## config.mk

```make
export PLATFORM = sky130hd
export DESIGN_NAME = multicycle_datapath_flat
export DESIGN_NICKNAME = d
export VERILOG_FILES = /design/src/rtl/multicycle_datapath_if.sv /design/src/rtl/multicycle_datapath.sv /design/src/flat_wrapper.sv
export SDC_FILE = /design/constraint.sdc
export NUM_CORES = 2
export LEC_CHECK = 0
export BUFFER_PORTS_ARGS = -buffer_cell sky130_fd_sc_hd__buf_2
export CORE_MARGIN = 3
export CORE_UTILIZATION = 55
export DETAILED_ROUTE_END_ITERATION = 16
export GPL_TIMING_DRIVEN = 0
export PLACE_DENSITY_LB_ADDON = 0.3
export SLEW_MARGIN = 0
export SYNTH_ARGS = -nofsm -noshare
export SYNTH_HDL_FRONTEND = slang
export SYNTH_SLANG_ARGS = --single-unit
export TNS_END_PERCENT = 5
```

## constraint.sdc

```tcl
create_clock -name CLK -period 5.1 [get_ports CLK]
set_input_delay 1.02 -clock CLK [delete_from_list [all_inputs] [get_ports CLK]]
set_output_delay 1.02 -clock CLK [all_outputs]
set_load 0.01 [all_outputs]
```

## src/rtl/multicycle_datapath_if.sv

```systemverilog
// Shared instruction/data memory port for the multi-cycle core.
// One req/ready transfer at a time; master holds the request until ready.
interface multicycle_datapath_if #(
   parameter int WIDTH = 32
);
   logic             mem_req;
   logic             mem_we;
   logic [WIDTH-1:0] mem_addr;
   logic [WIDTH-1:0] mem_wdata;
   logic [WIDTH-1:0] mem_rdata;
   logic             mem_ready;

   modport master (
      output mem_req, mem_we, mem_addr, mem_wdata,
      input  mem_rdata, mem_ready
   );

   modport slave (
      input  mem_req, mem_we, mem_addr, mem_wdata,
      output mem_rdata, mem_ready
   );
endinterface

```

## src/rtl/multicycle_datapath.sv

```systemverilog
// Multi-cycle MIPS subset core: FETCH/DECODE/EXECUTE/MEM/WB sequencer
// over a single shared memory port, with halt-on-illegal and retire count.
module multicycle_datapath #(
   parameter int              WIDTH          = 32,
   parameter int              ADDR_BITS      = 5,
   parameter int              REG_FILE_DEPTH = 32,
   parameter logic [WIDTH-1:0] RESET_PC      = 32'h0000_0000,
   parameter int              CNT_BITS       = 32
) (
   input  logic                CLK,
   input  logic                RST,
   multicycle_datapath_if.master mem,
   output logic [WIDTH-1:0]    PC,
   output logic                Halted,
   output logic [CNT_BITS-1:0] Instr_Retired
);
   typedef enum logic [2:0] {
      S_FETCH, S_DECODE, S_EXECUTE, S_MEM, S_WB, S_HALT
   } state_t;

   localparam logic [5:0] OP_R    = 6'h00;
   localparam logic [5:0] OP_J    = 6'h02;
   localparam logic [5:0] OP_BEQ  = 6'h04;
   localparam logic [5:0] OP_ADDI = 6'h08;
   localparam logic [5:0] OP_LW   = 6'h23;
   localparam logic [5:0] OP_SW   = 6'h2b;
   localparam logic [5:0] F_ADD   = 6'h20;
   localparam logic [5:0] F_SUB   = 6'h22;
   localparam logic [5:0] F_AND   = 6'h24;
   localparam logic [5:0] F_OR    = 6'h25;
   localparam logic [5:0] F_SLT   = 6'h2a;

   state_t               state;
   logic [WIDTH-1:0]     ir, a, b, alu_out, mdr;
   logic [WIDTH-1:0]     rf [REG_FILE_DEPTH];

   logic [5:0]           op, funct;
   logic [ADDR_BITS-1:0] rs, rt, rd, wa;
   logic [WIDTH-1:0]     simm, rd_rs, rd_rt, alu_r, wd;
   logic                 legal;

   assign op    = ir[31:26];
   assign rs    = ir[25:21];
   assign rt    = ir[20:16];
   assign rd    = ir[15:11];
   assign funct = ir[5:0];
   assign simm  = {{(WIDTH-16){ir[15]}}, ir[15:0]};
   assign rd_rs = (rs == '0) ? '0 : rf[rs];
   assign rd_rt = (rt == '0) ? '0 : rf[rt];
   assign wa    = (op == OP_R) ? rd : rt;
   assign wd    = (op == OP_LW) ? mdr : alu_out;

   always_comb begin
      legal = 1'b0;
      unique case (op)
         OP_R:    legal = funct inside {F_ADD, F_SUB, F_AND, F_OR, F_SLT};
         OP_J, OP_BEQ, OP_ADDI,
         OP_LW, OP_SW: legal = 1'b1;
         default: legal = 1'b0;
      endcase
   end

   always_comb begin
      alu_r = '0;
      unique case (funct)
         F_ADD:   alu_r = a + b;
         F_SUB:   alu_r = a - b;
         F_AND:   alu_r = a & b;
         F_OR:    alu_r = a | b;
         F_SLT:   alu_r = {{(WIDTH-1){1'b0}}, $signed(a) < $signed(b)};
         default: alu_r = '0;
      endcase
   end

   // The request is gated by reset so an abandoned transfer drops at once.
   assign mem.mem_req   = RST & (state == S_FETCH || state == S_MEM);
   assign mem.mem_we    = RST & (state == S_MEM) & (op == OP_SW);
   assign mem.mem_addr  = (state == S_MEM)   ? alu_out :
                          (state == S_FETCH) ? PC : '0;
   assign mem.mem_wdata = (state == S_MEM && op == OP_SW) ? b : '0;
   assign Halted        = (state == S_HALT);

   always_ff @(posedge CLK or negedge RST) begin
      if (!RST) begin
         state         <= S_FETCH;
         PC            <= RESET_PC;
         ir            <= '0;
         a             <= '0;
         b             <= '0;
         alu_out       <= '0;
         mdr           <= '0;
         Instr_Retired <= '0;
         for (int i = 0; i < REG_FILE_DEPTH; i++) rf[i] <= '0;
      end else begin
         unique case (state)
            S_FETCH: if (mem.mem_ready) begin
               ir    <= mem.mem_rdata;
               PC    <= PC + WIDTH'(4);
               state <= S_DECODE;
            end
            S_DECODE: begin
               a       <= rd_rs;
               b       <= rd_rt;
               alu_out <= PC + (simm << 2);
               state   <= legal ? S_EXECUTE : S_HALT;
            end
            S_EXECUTE: begin
               unique case (op)
                  OP_R: begin
                     alu_out <= alu_r;
                     state   <= S_WB;
                  end
                  OP_ADDI: begin
                     alu_out <= a + simm;
                     state   <= S_WB;
                  end
                  OP_LW, OP_SW: begin
                     alu_out <= a + simm;
                     state   <= S_MEM;
                  end
                  OP_BEQ: begin
                     if (a == b) PC <= alu_out;
                     Instr_Retired <= Instr_Retired + CNT_BITS'(1);
                     state         <= S_FETCH;
                  end
                  default: begin
                     PC <= {PC[WIDTH-1:WIDTH-4], ir[25:0], 2'b00};
                     Instr_Retired <= Instr_Retired + CNT_BITS'(1);
                     state         <= S_FETCH;
                  end
               endcase
            end
            S_MEM: if (mem.mem_ready) begin
               if (op == OP_SW) begin
                  Instr_Retired <= Instr_Retired + CNT_BITS'(1);
                  state         <= S_FETCH;
               end else begin
                  mdr   <= mem.mem_rdata;
                  state <= S_WB;
               end
            end
            S_WB: begin
               if (wa != '0) rf[wa] <= wd;
               Instr_Retired <= Instr_Retired + CNT_BITS'(1);
               state         <= S_FETCH;
            end
            S_HALT: state <= S_HALT;
            default: state <= S_HALT;
         endcase
      end
   end
endmodule

```

## src/flat_wrapper.sv

```systemverilog
// flat-port wrapper written by rule: the top's interface ports become plain ports
module multicycle_datapath_flat 
#(
   parameter int              WIDTH          = 32,
   parameter int              ADDR_BITS      = 5,
   parameter int              REG_FILE_DEPTH = 32,
   parameter logic [WIDTH-1:0] RESET_PC      = 32'h0000_0000,
   parameter int              CNT_BITS       = 32
)
  (CLK, RST, PC, Halted, Instr_Retired, mem_mem_req, mem_mem_we, mem_mem_addr, mem_mem_wdata, mem_mem_rdata, mem_mem_ready);
  multicycle_datapath_if #(.WIDTH(WIDTH)) mem_i ();
  input  logic CLK;
  input  logic RST;
  output logic [WIDTH-1:0] PC;
  output logic Halted;
  output logic [CNT_BITS-1:0] Instr_Retired;
  output wire logic [$bits(mem_i.mem_req)-1:0] mem_mem_req;
  output wire logic [$bits(mem_i.mem_we)-1:0] mem_mem_we;
  output wire logic [$bits(mem_i.mem_addr)-1:0] mem_mem_addr;
  output wire logic [$bits(mem_i.mem_wdata)-1:0] mem_mem_wdata;
  input wire logic [$bits(mem_i.mem_rdata)-1:0] mem_mem_rdata;
  input wire logic [$bits(mem_i.mem_ready)-1:0] mem_mem_ready;
  assign mem_mem_req = mem_i.mem_req;
  assign mem_mem_we = mem_i.mem_we;
  assign mem_mem_addr = mem_i.mem_addr;
  assign mem_mem_wdata = mem_i.mem_wdata;
  assign mem_i.mem_rdata = mem_mem_rdata;
  assign mem_i.mem_ready = mem_mem_ready;
  multicycle_datapath #(.WIDTH(WIDTH), .ADDR_BITS(ADDR_BITS), .REG_FILE_DEPTH(REG_FILE_DEPTH), .RESET_PC(RESET_PC), .CNT_BITS(CNT_BITS)) u_core (.CLK(CLK), .RST(RST), .mem(mem_i), .PC(PC), .Halted(Halted), .Instr_Retired(Instr_Retired));
endmodule
```

==> summary.txt <==
Outcome
  • Status: complete, but fails checks
  • Violated checks: capacitance limit, slew limit, setup timing

Global route
  • GR Util met3: 0.115
  • Met1 Track Usage GR: 0.522
  • Global routing usage on met2: 0.680
  • Gr ovfl total: 0
  • Initial antenna violation count: 7
  • Number of global-route vias before repair: 61100
  • GRT Total Usage: 0.427
  • Largest net degree at the start of global routing: 173
  • Most Crowded Layer GR: met2
  • First-pass GRT wire length: 410 mm

Logic synthesis
  • Predominant post-synthesis flop cell: dfrtp_1
  • Synth warnings: 0
  • Synth async-reset ratio: 1.00
  • EDFF count, synth: 0
  • Syn nets: 7257
  • Flops & latches, synth: 1251
  • Mapped Cells: 7045
  • Avg Inst Size Synth: 10.1 um2
  • Register area share after synthesis: 0.440
  • Synthesized area: 71100 um2
  • Number of distinct library cells after synthesis: 80

Place
  • Placed cell area: 74400 um2
  • GPL Wtd Cong: 1.02
  • Port Buf Inserts: 165
  • Post-DP HPWL: 227 mm

CTS
  • CTS sink cnt: 1251
  • Postcts setup bufs: 0
  • Root Driver: clkbuf_16
  • TritonCTS clock tree: yes
  • H-tree depth: 4
  • Clk slew on worst S/H paths: 60 ps
  • Clock Path Buffers: 3
  • CTS Buf Count: 138
  • Clock Latency Late Sink: 810 ps

Pwr
  • Switching share of power: 0.227
  • Worst vdd ir: 0.309 mV
  • Internal power: 0.0161 W
  • P_leak: 33.0 nW
  • Combinational Power Share: 0.011
  • Reg power frac: 0.478
  • Power per cell area: 262 nW/um2
  • Net switching power: 0.00470 W
  • Clock power share: 0.511

Worst setup path
  • CP endpoint kind: flip-flop
  • Critical R2R Launch: u_core.ir[21]
  • Crit-path max cell delay: 990 ps
  • Cells on worst reg2reg path: 10
  • Crit Reg-Reg Endpoint: u_core.a[0]
  • R2R setup slack: -70 ps
  • Crit path DAT: 5810 ps
  • CP Cell Sequence: clkbuf_1 > buf_2 > buf_1 > buf_2 > mux2i_1 > o221ai_1 > a21oi_1 > nor2_1 > a21oi_1 > o22ai_1
  • WP data required: 5740 ps
  • Setup crit start: u_core.ir[21]
  • CP max-delay cell: buf_1
  • Startpoint Class: flip-flop
  • Setup CP Type: reg2reg
  • CP max FO: 10

Floorplan
  • Die area: 134000 um2
  • Die H: 366 um
  • Die width: 366 um
  • Initial cell density of the core: 0.556
  • Core area: 128000 um2
  • # rows: 131
  • I/O pins: 166

Timing
  • RSZ-0062 raised after global routing: no
  • Slew @ Worst Pin: 1530 ps
  • Final Cycle Share: 1.01
  • Worst Skew: 41.1 ps
  • Max_slew headroom: -0.0196
  • Maximum clock rate: 0.193 GHz
  • Final Hold Viols: 0
  • Slew Limit Fails: 33
  • Final worst slack: -72.0 ps
  • Final worst path period need: 5170 ps
  • Number of setup violations in the final report: 2

Drt
  • Via count: 62300
  • 1st-iter DRT viols: 8356
  • WL per Instance: 31.2 um
  • Via density: 6.76
  • Post-route ant nets: 0
  • DRT Wirelength: 287 mm
  • Drt pass-1 iters: 9
  • DRC Markers: 0

Finish
  • Final Util: 0.619
  • Layout Area Growth over Synthesis: 11.4%
  • Commonest non-fill, non-tap cell in the layout: dfrtp_1
  • Commonest cells after routing, fill and taps aside: dfrtp_1, a21oi_1, nor2_1, nand2_1, o21ai_0
  • Storage cell area: 31300 um2
  • Design area: 79200 um2
  • Layout cells sized above 1: 0.158
  • # fillers: 10700
  • Multi-input gate area: 36800 um2
  • Final #Nets: 7574

Worst hold path
  • Min-Delay Path Class: in2async

Job
  • Max-cap viol count: 3
==> Yosys cell counts (all sizes together) (6+ instances only) <==
cell type / n / area share
o31a: 7 / 0.00086
a41oi: 6 / 0.00074
a21oi: 966 / 0.068
nand2b: 29 / 0.0026
or2: 12 / 0.0011
dfrtp: 1251 / 0.44
a221o: 15 / 0.0021
nor3b: 7 / 0.00074
xor2: 24 / 0.0030
and3: 23 / 0.0020
nor2b: 13 / 0.0011
xnor2: 61 / 0.0075
o2111ai: 7 / 0.00086
a21o: 31 / 0.0033
or3: 16 / 0.0014
a211o: 6 / 0.00074
o21ai: 638 / 0.045
a221oi: 14 / 0.0017
o41ai: 9 / 0.0011
o211ai: 20 / 0.0022
inv: 123 / 0.0065
mux2: 123 / 0.019
a31oi: 24 / 0.0025
o21bai: 23 / 0.0024
a211oi: 29 / 0.0031
nor2: 799 / 0.043
a2111oi: 10 / 0.0013
and2: 14 / 0.0012
o21a: 6 / 0.00063
a22o: 33 / 0.0041
nand4: 28 / 0.0025
mux4: 451 / 0.14
o22ai: 147 / 0.013
nand2: 639 / 0.034
nor4: 12 / 0.0011
clkbuf: 440 / 0.023
o31ai: 21 / 0.0022
nor3: 111 / 0.0079
mux2i: 260 / 0.037
o221ai: 81 / 0.010
ha: 173 / 0.030
nand3: 77 / 0.0055
buf: 208 / 0.013
==> cells by family after synthesis <==
family                   after synthesis  share of synthesized area
AND/OR/NAND/NOR                     1798                      0.106
XOR/XNOR                              85                     0.0105
multiplexers                         834                      0.199
AO/OA/AOI/OAI                       2129                      0.170
adder cells (fa/ha/maj)              177                     0.0316
flip-flops                          1251                      0.440
buffers and inverters                771                     0.0432
==> routing by layer <==
metal	wire [um]	up-vias
met2	132000	3835
met3	31600	872
met1	102000	31300
li1	-	26300
met5	44	-
met4	20800	6
==> through the flow <==
step	power (W)	cells	setup TNS, ps	setup slack (ps)	hold slack, ps
after floorplan	0.0101	7045	0	1720	445
after global placement	0.0103	8939	-	-24240	456
after detailed placement	0.0104	8951	-3390	-411	465
after CTS	0.0208	9201	0	125	139
after global routing	0.0212	9202	0	55.2	179
final	0.0208	9208	-91.7	-72.0	125
==> how the worst max path moves through the flow <==
stage                     cells past startpoint                      end  slack (ps)
after floorplan                              11       u_core.alu_out[31]        1720
after global placement                        1  u_core.Instr_Retired[8]      -24240
after detailed placement                     10              u_core.a[1]        -410
after CTS                                    10             u_core.a[26]         120
after global routing                         10              u_core.a[0]          60
final                                        10              u_core.a[0]         -70
==> state kept, by name, summed over array words and instances (netlist names), 32 cells and up <==
name	flops
u_core.rf	1024
u_core.Instr_Retired	32
u_core.PC	32
u_core.a	32
u_core.alu_out	32
u_core.b	32
u_core.ir	32
u_core.mdr	32
==> area by class of cell <==
class | count | area share
diodes | 7 | 0.000221
clock inverters | 64 | 0.0110
inverters | 123 | 0.00583
plain buffers | 647 | 0.0330
clock buffers | 186 | 0.0492
multi-input cells | 5023 | 0.464
flip-flops and latches | 1251 | 0.395
well taps | 1729 | 0.0273
repair buffers | 178 | 0.0141
==> critical path, delay by kind of cell, from the launching register on <==
family | cells | cell delay (ps)
AOI/OAI and AO/OA | 4 | 1450
buffers and inverters | 4 | 2680
DFF | 1 | 450
muxes | 1 | 250
and+or+nand+nor | 1 | 170
==> what timing repair did <==
action	4_1_cts	5_1_grt
gates resized for setup	4	2
hold buffers	0	0
gates cloned	0	0
setup endpoints to repair	29	9
==> power by group through the flow <==
stage	Clock (W)	Combinational, W	Sequential (W)
final	0.0106	0.000236	0.00992
after global routing	0.0110	0.000272	0.00992
after CTS	0.0106	0.000246	0.00993
after detailed placement	0	0.000247	0.0101
after global placement	0	0.000220	0.0101
after floorplan	0	0.00000140	0.0101
(Power assumes the default switching activity.)
